<file path="src/rtl/fetch_ctrl_pkg.sv">
// Shared CPU definitions for the fetch controller: state encoding, opcode
// constants and small address helpers.
package fetch_ctrl_pkg;

    typedef enum logic [1:0] {
        ST_RUN       = 2'b00,
        ST_MISS_WAIT = 2'b01,
        ST_HALT      = 2'b10
    } fetch_state_e;

    localparam logic [3:0]  OP_NOP        = 4'b0000;
    localparam logic [3:0]  OP_HLT        = 4'b1111;
    localparam logic [15:0] PC_RESET      = 16'h0000;
    localparam logic [15:0] PC_STEP       = 16'h0002;
    localparam logic [15:0] STALL_CNT_MAX = 16'hFFFF;

    // Instructions are 16-bit, so fetch addresses are always halfword aligned.
    function automatic logic [15:0] align_half(input logic [15:0] addr);
        return {addr[15:1], 1'b0};
    endfunction

endpackage

</file>
<file path="src/rtl/adder_16bit.sv">
// Plain 16-bit adder, wraps modulo 2^16.
module adder_16bit (
    input  logic [15:0] a,
    input  logic [15:0] b,
    output logic [15:0] sum
);

    assign sum = a + b;

endmodule

</file>
<file path="src/rtl/fetch_ctrl.sv">
// Fetch-stage PC controller: sequential fetch, branch redirect, decode stalls,
// instruction-cache miss wait and sticky halt.
module fetch_ctrl
    import fetch_ctrl_pkg::*;
(
    input  logic        clk,
    input  logic        rst_n,
    input  logic        branch_taken,
    input  logic [15:0] branch_target,
    input  logic        stall_id,
    input  logic        halt_id,
    input  logic        icache_miss,
    input  logic        icache_valid,
    output logic [15:0] pc,
    output logic [15:0] pc_plus2,
    output logic        imem_req,
    output logic        if_id_write,
    output logic        if_id_flush,
    output logic        halted,
    output logic [15:0] stall_cnt,
    output logic [1:0]  state_dbg
);

    // Cache handshake: imem_req asks for the word at pc; icache_miss in RUN
    // means it is not available this cycle. In MISS_WAIT pc is held until the
    // cycle icache_valid is high, which is the cycle the word is delivered.

    fetch_state_e state_q, state_d;
    logic [15:0]  pc_q, pc_d;
    logic [15:0]  redirect_q, redirect_d;
    logic         redirect_pend_q, redirect_pend_d;
    logic         halted_q, halted_d;
    logic [15:0]  stall_cnt_q, stall_cnt_d;
    logic         stall_inc;
    logic         imem_req_c, if_id_write_c, if_id_flush_c;
    logic [15:0]  pc_inc;

    adder_16bit u_pc_adder (
        .a   (pc_q),
        .b   (PC_STEP),
        .sum (pc_inc)
    );

    always_comb begin
        state_d         = state_q;
        pc_d            = pc_q;
        redirect_d      = redirect_q;
        redirect_pend_d = redirect_pend_q;
        halted_d        = halted_q;
        stall_inc       = 1'b0;
        imem_req_c      = 1'b0;
        if_id_write_c   = 1'b0;
        if_id_flush_c   = 1'b0;

        case (state_q)
            ST_RUN: begin
                imem_req_c = 1'b1;
                if (halt_id) begin
                    halted_d = 1'b1;
                    state_d  = ST_HALT;
                end else if (branch_taken && !stall_id) begin
                    if_id_flush_c = 1'b1;
                    if (icache_miss) begin
                        // Target is parked until the outstanding fill completes.
                        redirect_d      = align_half(branch_target);
                        redirect_pend_d = 1'b1;
                        state_d         = ST_MISS_WAIT;
                    end else begin
                        pc_d = align_half(branch_target);
                    end
                end else if (stall_id) begin
                    stall_inc = 1'b1;
                end else if (icache_miss) begin
                    if_id_flush_c = 1'b1;
                    state_d       = ST_MISS_WAIT;
                end else begin
                    if_id_write_c = 1'b1;
                    pc_d          = pc_inc;
                end
            end
            ST_MISS_WAIT: begin
                imem_req_c = 1'b1;
                stall_inc  = 1'b1;
                if (icache_valid) begin
                    state_d = ST_RUN;
                    if (redirect_pend_q) begin
                        if_id_flush_c   = 1'b1;
                        pc_d            = redirect_q;
                        redirect_pend_d = 1'b0;
                    end else begin
                        if_id_write_c = 1'b1;
                        pc_d          = pc_inc;
                    end
                end else begin
                    if_id_flush_c = 1'b1;
                end
            end
            ST_HALT: begin
                state_d = ST_HALT;
            end
            default: begin
                state_d = ST_RUN;
            end
        endcase

        stall_cnt_d = stall_cnt_q;
        if (stall_inc && (stall_cnt_q != STALL_CNT_MAX)) begin
            stall_cnt_d = stall_cnt_q + 16'd1;
        end
    end

    always_ff @(posedge clk) begin
        if (!rst_n) begin
            state_q         <= ST_RUN;
            pc_q            <= PC_RESET;
            redirect_q      <= PC_RESET;
            redirect_pend_q <= 1'b0;
            halted_q        <= 1'b0;
            stall_cnt_q     <= 16'h0000;
        end else begin
            state_q         <= state_d;
            pc_q            <= pc_d;
            redirect_q      <= redirect_d;
            redirect_pend_q <= redirect_pend_d;
            halted_q        <= halted_d;
            stall_cnt_q     <= stall_cnt_d;
        end
    end

    // Strobes are forced low while reset is held, whatever the stale state is.
    assign imem_req    = rst_n & imem_req_c;
    assign if_id_write = rst_n & if_id_write_c;
    assign if_id_flush = rst_n & if_id_flush_c;
    assign pc          = pc_q;
    assign pc_plus2    = pc_inc;
    assign halted      = halted_q;
    assign stall_cnt   = stall_cnt_q;
    assign state_dbg   = state_q;

endmodule

</file>
<file path="config.mk">
export PLATFORM = sky130hd
export DESIGN_NAME = fetch_ctrl
export DESIGN_NICKNAME = d
export VERILOG_FILES = /design/src/rtl/fetch_ctrl_pkg.sv /design/src/rtl/adder_16bit.sv /design/src/rtl/fetch_ctrl.sv
export SDC_FILE = /design/constraint.sdc
export NUM_CORES = 1
export LEC_CHECK = 0
export BUFFER_PORTS_ARGS = -buffer_cell sky130_fd_sc_hd__buf_4
export CAP_MARGIN = 10
export CORE_UTILIZATION = 52
export DETAILED_ROUTE_END_ITERATION = 8
export GPL_TIMING_DRIVEN = 0
export PLACE_DENSITY = 0.8
export SLEW_MARGIN = 30
export SYNTH_ARGS = -nofsm -noshare
export SYNTH_HDL_FRONTEND = slang
export SYNTH_SLANG_ARGS = --single-unit
</file>
<file path="constraint.sdc">
create_clock -name clk -period 1.8 [get_ports clk]
set_input_delay 0.27 -clock clk [delete_from_list [all_inputs] [get_ports clk]]
set_output_delay 0.27 -clock clk [all_outputs]
set_load 0.01 [all_outputs]
</file>
# Word-level counts from Yosys, hierarchy flattened
# Index checks and enable logic that the tools add are counted.
# totals
ff_bits	51
wordCells	71
input_bits	23
# classes
n_bitwise	4
n_mux	38
eq_ne	10
add_sub_neg	2
n_reduce_logical	11
# op_table
operator	count
two-way mux 16 bit	7
case mux 16 bit (2 select lines)	1
two-way mux 1 bit	20
adder 16 x 1 -> 16 bit, second input constant	1
adder 16 x 2 -> 16 bit, second input constant	1
!= test 16 bit, second input constant	1
two-way mux 2 bit	5
!= test 2 bit, second input constant	5
AND reduction 5 bit	2
case mux 1 bit (2 select lines)	4
case mux 2 bit (3 select lines)	1
!= test 4 bit, second input constant	1
AND reduction 2 bit	2
AND reduction 4 bit	1
bitwise AND 1 bit	3
!= test 3 bit, second input constant	1
equality test 2 x 1 -> 1 bit, second input constant	1
equality test 2 bit, second input constant	1
logical AND 1 bit	2
logical NOT 2 bit	1
nonzero test 2 bit	1
OR reduction 2 bit	1
logical NOT 1 bit	1
inverter 1 bit	1

# Logic depth before layout (Yosys ltp)
# logic_depth
ltp_word	6
mapped_depth	8
mapped_depth_nobuf	6

# Hierarchy
# A second synthesis with hierarchy kept.
# hier_totals
hier_cells	387
hier_area_um2	3316.9
# modules_own_cells
module	area_each_um2	seq_area_each_um2	instances	cells_per_inst
fetch_ctrl	2463.6	1021.0	1	280
adder_16bit	853.3	0.0	1	107

# Least setup slack after synthesis
# Ideal clock, no wire load.
# synth_path
path_type	register -> register
start	register pc_q[2] (netlist: pc[2])
end	register pc_q[7] (netlist: pc[7])
stages_incl_launch_ff	7
slack_ns	-0.017
t_required_ns	1.685
setup_time_ns	0.115
arrival_time_ns	1.702
cell_sequence	dfxtp_1 > ha_1 > nand3_1 > nor2_1 > xor2_1 > o311a_1 > o21a_1
# synth_between
elab_chain_cells	6
# synth_rtl
item	line_no	rtl
from (decl)	fetch_ctrl.sv:29	logic [15:0] pc_q, pc_d;
from (signal assigned)	fetch_ctrl.sv:122	pc_q <= pc_d;
adder 16 x 2 -> 16 bit *	adder_16bit.sv:8	assign sum = a + b;
named net pc_plus2[7]	fetch_ctrl.sv:15	output logic [15:0] pc_plus2,
two-way mux 16 bit	fetch_ctrl.sv:73	end else if (icache_miss) begin
two-way mux 16 bit	fetch_ctrl.sv:71	end else if (stall_id) begin
two-way mux 16 bit	fetch_ctrl.sv:61	end else if (branch_taken && !stall_id) begin
two-way mux 16 bit	fetch_ctrl.sv:58	if (halt_id) begin
case mux 16 bit (2 select lines) *	fetch_ctrl.sv:55	case (state_q)
# The timed path passes the listed nets; every way through them passes the cells marked *. The select of a mux whose other input is x is not followed.
# A chain may end at the register's enable or synchronous reset.

# Worst setup path after layout
# layout_path
start	register pc_q[5] (netlist: pc[5])
end	output pc_plus2[15]
# layout_between
elab_chain_cells	1
# layout_rtl
item	line_no
adder 16 x 2 -> 16 bit	adder_16bit.sv:8
to (decl)	fetch_ctrl.sv:15
# Every way passes these cells.

==> out/results.txt <==
The number of fill cells was 361; the total I/O pin count was 77. The worst path required time is 1.53 ns, and the CTS buffer count is 5. The setup slack after layout came out at -0.180 ns. The area share of the largest cell type after synthesis came out at 36.3%. For the total iterations of the first detailed-routing run, the log shows 6.

The tightest slew margin relative to the limit is 56.8%, and the fraction of synthesis flops using an asynchronous set or reset pin is 0%. Walking the worst path, the cells encountered are nand3_4 > nor4_4 > xor2_1 > buf_4. For this run, the post-layout net count is 481. Routability-driven placement finished with a final weighted congestion of 0.905. The tools report the end of the critical path as pc_plus2[15]. The initial antenna violation count came out at 0. Max-cap violations in this run came to 0.

Dividing the detail-routed via count by the number of cells gives 6.20. The pin count of the biggest net entering global routing came out at 14. Overall power consumption after layout is estimated at 0.00218 W.

The cell count after synthesis came out at 355. Setup slack on the worst reg-to-reg path comes out at 0.02 ns. The run finished, with violations left. Summing all multi-input logic gate instances after layout gives 1850 um2. In the routed design, unresolved DRC markers number 0. The tools report the number of hold-slack violations in the final timing report as 0. The number of different library cells in the post-synthesis netlist came out at 59.

The worst register-to-register path begins at state_dbg[1]$_SDFFE_PN0P_. Summing all flip-flop and latch instances after layout gives 1060 um2. The detailed-route wire length is 9300 um. TritonCTS built the clock tree.

The largest single stage delay on the critical path is 0.42 ns. The via count of the first global-routing pass was 2944. From synthesis to final layout, the design area changed by 44.0%. STA classifies the critical path startpoint as a register. The floorplan step defined a die boundary enclosing 5600 um2. The run gives 2760 um2 as the total standard cell area after synthesis. The cell sitting at the root of the clock tree is a sky130_fd_sc_hd__clkbuf_8. The logs give 0.399 mV for the largest voltage drop on the vdd net and 1.71 ns for the data arrival time of the worst path.

The repair_antennas step left the layout with diodes totalling 0. The tools report the total routing usage reported by global routing as 32.4%. The cell with the biggest individual delay on the critical path was sky130_fd_sc_hd__dfxtp_4. In the post-synthesis netlist, the cell with the most instances is sky130_fd_sc_hd__nand2_1. Among all flip-flop cells after synthesis, the most frequent one is sky130_fd_sc_hd__dfxtp_1.

For this run, the share of the core covered by cells in the final layout is 77.8%. The logs give 54.0% for the starting density of the core and 26 for the site row count. The final instance area was 3970 um2; the die extent in x was 74.8 um. For the maximum buffer depth of the clock tree, the log shows 2. The first routing iteration left 338 violations.

The highest attainable clock frequency is 0.505 GHz. In the synthesized netlist, the cells that appear most often are sky130_fd_sc_hd__nand2_1, sky130_fd_sc_hd__dfxtp_1, sky130_fd_sc_hd__a21oi_1. The final clock skew was 0.0101 ns; the cell depth of the worst flop-to-flop path was 6.

The clock tree synthesis step divided the H-tree into 2 levels. After detailed routing, the average wire length per cell comes to 17.7 um. The total clock sinks is 50. The per-instance average area after synthesis was 7.77 um2; the share of the clock period used by the worst path was 110%. The quantity of I/O buffers inserted on ports came out at 73.

The setup TNS after final layout is -0.850 ns. In the final layout, the share of cells above drive strength 1 is 37.4%. The critical path in this run is classified as register to primary output. The hold path depth is 3.

The number of enable-type register cells in the synthesized netlist works out to 0. The final reports fail on negative setup slack. Setup repair after global routing could not meet its margin everywhere. The logs give 5110 um2 for the area inside the core boundary and 1.69 nW for the leakage power.

The type of the tightest min-delay check is input port to register. The total cell area at the placement stage was 3400 um2; the post-synthesis sequential area ratio was 36.3%. For this run the aggregate overflow at the end of global routing stands at 0. The count of nets left with antenna violations once routing finished came out at 0.

The height of the die is 74.8 um. In this run, synthesis produced a sequential element count of 50. The maximum net fanout on the critical path came out at 7. The shortest period the worst path allows is 1.98 ns. The element type at the critical path end is a primary output.

In this run the worst setup path begins at pc[5]$_SDFFE_PN0P_. The largest total area in the synthesized netlist belongs to sky130_fd_sc_hd__dfxtp_1. The source-to-sink clock delay at the later pin of the worst-skew pair is 0.30 ns, and the half-perimeter wire length after detailed placement is 5520 um. The tightest hold path in the finished design has a slack of 0.222 ns.

The transition time at the pin with the least slew margin is 0.648 ns. The tools report the first-pass GRT wire length as 13800 um. Sorting the synthesized cells by area gives the leading types as sky130_fd_sc_hd__dfxtp_1, sky130_fd_sc_hd__nand2_1, sky130_fd_sc_hd__a21oi_1. The run gives 10 as the setup-violating endpoint count in the final report. Clock edge transition at the registers on the reported setup and hold paths: 0.09 ns. Dividing total power by cell area gives a power density of 548 nW/um2. The run gives 0 as the count of synthesis-stage warnings from yosys. The tools report the detailed-route via count as 3256. In this run the critical register-to-register path is captured at pc[6]$_SDFFE_PN0P_. The max-slew violation count is 0.
layer usage:
| metal | part of all wire (%) | track usage (%) | up-vias |
|---|---|---|---|
| met5 | 0 | 0 | - |
| li1 | - | - | 1476 |
| met1 | 39 | 38.9 | 1497 |
| met4 | 3.2 | 15.3 | 0 |
| met2 | 48 | 56.3 | 242 |
| met3 | 9.2 | 5.62 | 41 |
sequential cells by signal, indices dropped and copies added, names as in the netlist:
signal	cells
stall_cnt	16
pc	15
redirect_q	15
state_dbg	2
halted	1
redirect_pend_q	1
placed cells by master, fill, tap and decap left out, types with 3 or more instances in the layout:
cell type                   n
sky130_fd_sc_hd__buf_4     98
sky130_fd_sc_hd__nand2_1   50
sky130_fd_sc_hd__a21oi_1   34
sky130_fd_sc_hd__dfxtp_1   32
sky130_fd_sc_hd__nor2_1    29
sky130_fd_sc_hd__o21ai_0   16
sky130_fd_sc_hd__dfxtp_4   15
sky130_fd_sc_hd__nand3_1   14
sky130_fd_sc_hd__xnor2_1   13
sky130_fd_sc_hd__inv_1     12
sky130_fd_sc_hd__xor2_1     8
sky130_fd_sc_hd__nor4_4     6
sky130_fd_sc_hd__clkbuf_1   6
sky130_fd_sc_hd__nor3_1     6
sky130_fd_sc_hd__clkbuf_8   6
sky130_fd_sc_hd__o21a_1     5
sky130_fd_sc_hd__nand4_1    4
sky130_fd_sc_hd__and3_1     4
sky130_fd_sc_hd__buf_6      4
sky130_fd_sc_hd__nand3_2    3
sky130_fd_sc_hd__nor3_4     3
sky130_fd_sc_hd__nand2b_1   3
sky130_fd_sc_hd__o211ai_1   3
sky130_fd_sc_hd__buf_2      3
sky130_fd_sc_hd__o311ai_0   3
sky130_fd_sc_hd__a211oi_1   3
sky130_fd_sc_hd__o22a_1     3
sky130_fd_sc_hd__a22oi_1    3
sky130_fd_sc_hd__dfxtp_2    3
cell families (layout without fill, tap and decap cells):
family	count (synthesis)	after routing	synth area share, %
AOI/OAI and AO/OA	98	98	23.6
xor gates and xnor gates	23	23	7.30
adders and majority gates	2	2	0.907
buffers and inverters	34	132	6.03
DFF	50	50	36.3
muxes	2	2	0.726
other	1	2	0.136
and+or+nand+nor	145	146	25.0
area by class of cell:
cell class / count / share of cell area (%)
multi-input cells: 273 / 46.6
flip-flops and latches: 50 / 26.7
repair buffers: 97 / 18.6
plain buffers: 17 / 2.68
well taps: 70 / 2.20
clock buffers: 6 / 2.08
inverters: 12 / 1.13
through the flow:
step	instances	setup slack [ns]
floorplan	356	0.0615
global placement	499	-0.151
global route	525	-0.205
finish	525	-0.180
detailed placement	499	-0.147
CTS	519	-0.0778
critical path, delay by kind of cell, from the launching register on:
family                    cells  cell delay [ns]
and+or+nand+nor               2             0.57
buffers and inverters         1             0.16
DFF                           1             0.42
xor gates and xnor gates      1             0.25
power breakdown:
group          internal [W]  switching (W)  leakage, nW  total [W]
sequential          0.00112      0.0000463        0.418    0.00117
clock              0.000298       0.000360       0.0431   0.000658
combinational      0.000160       0.000192         1.23   0.000352
total               0.00158       0.000598         1.69    0.00218
what timing repair did:
action,CTS,global route
setup buffers,15,9
endpoints found under the hold margin,0,0
pin swaps,14,14
gates cloned,1,0
resized for setup,54,33
setup endpoints to repair,26,39
hold buffers,0,0
worst min-delay path by stage:
| stage | startpoint | to | slack [ns] |
|---|---|---|---|
| 3_5_place_dp | redirect_q[10]$_SDFFE_PN0P_ | redirect_q[10]$_SDFFE_PN0P_ | 0.45 |
| 2_1_floorplan | branch_target[14] | redirect_q[14]$_SDFFE_PN0P_ | 0.41 |
| 4_1_cts | branch_target[13] | redirect_q[13]$_SDFFE_PN0P_ | 0.22 |
| 3_3_place_gp | redirect_q[7]$_SDFFE_PN0P_ | redirect_q[7]$_SDFFE_PN0P_ | 0.44 |
| 6_report | branch_target[4] | redirect_q[4]$_SDFFE_PN0P_ | 0.22 |
| 5_1_grt | branch_target[7] | redirect_q[7]$_SDFFE_PN0P_ | 0.24 |
Power figures use the tool's default switching activity.
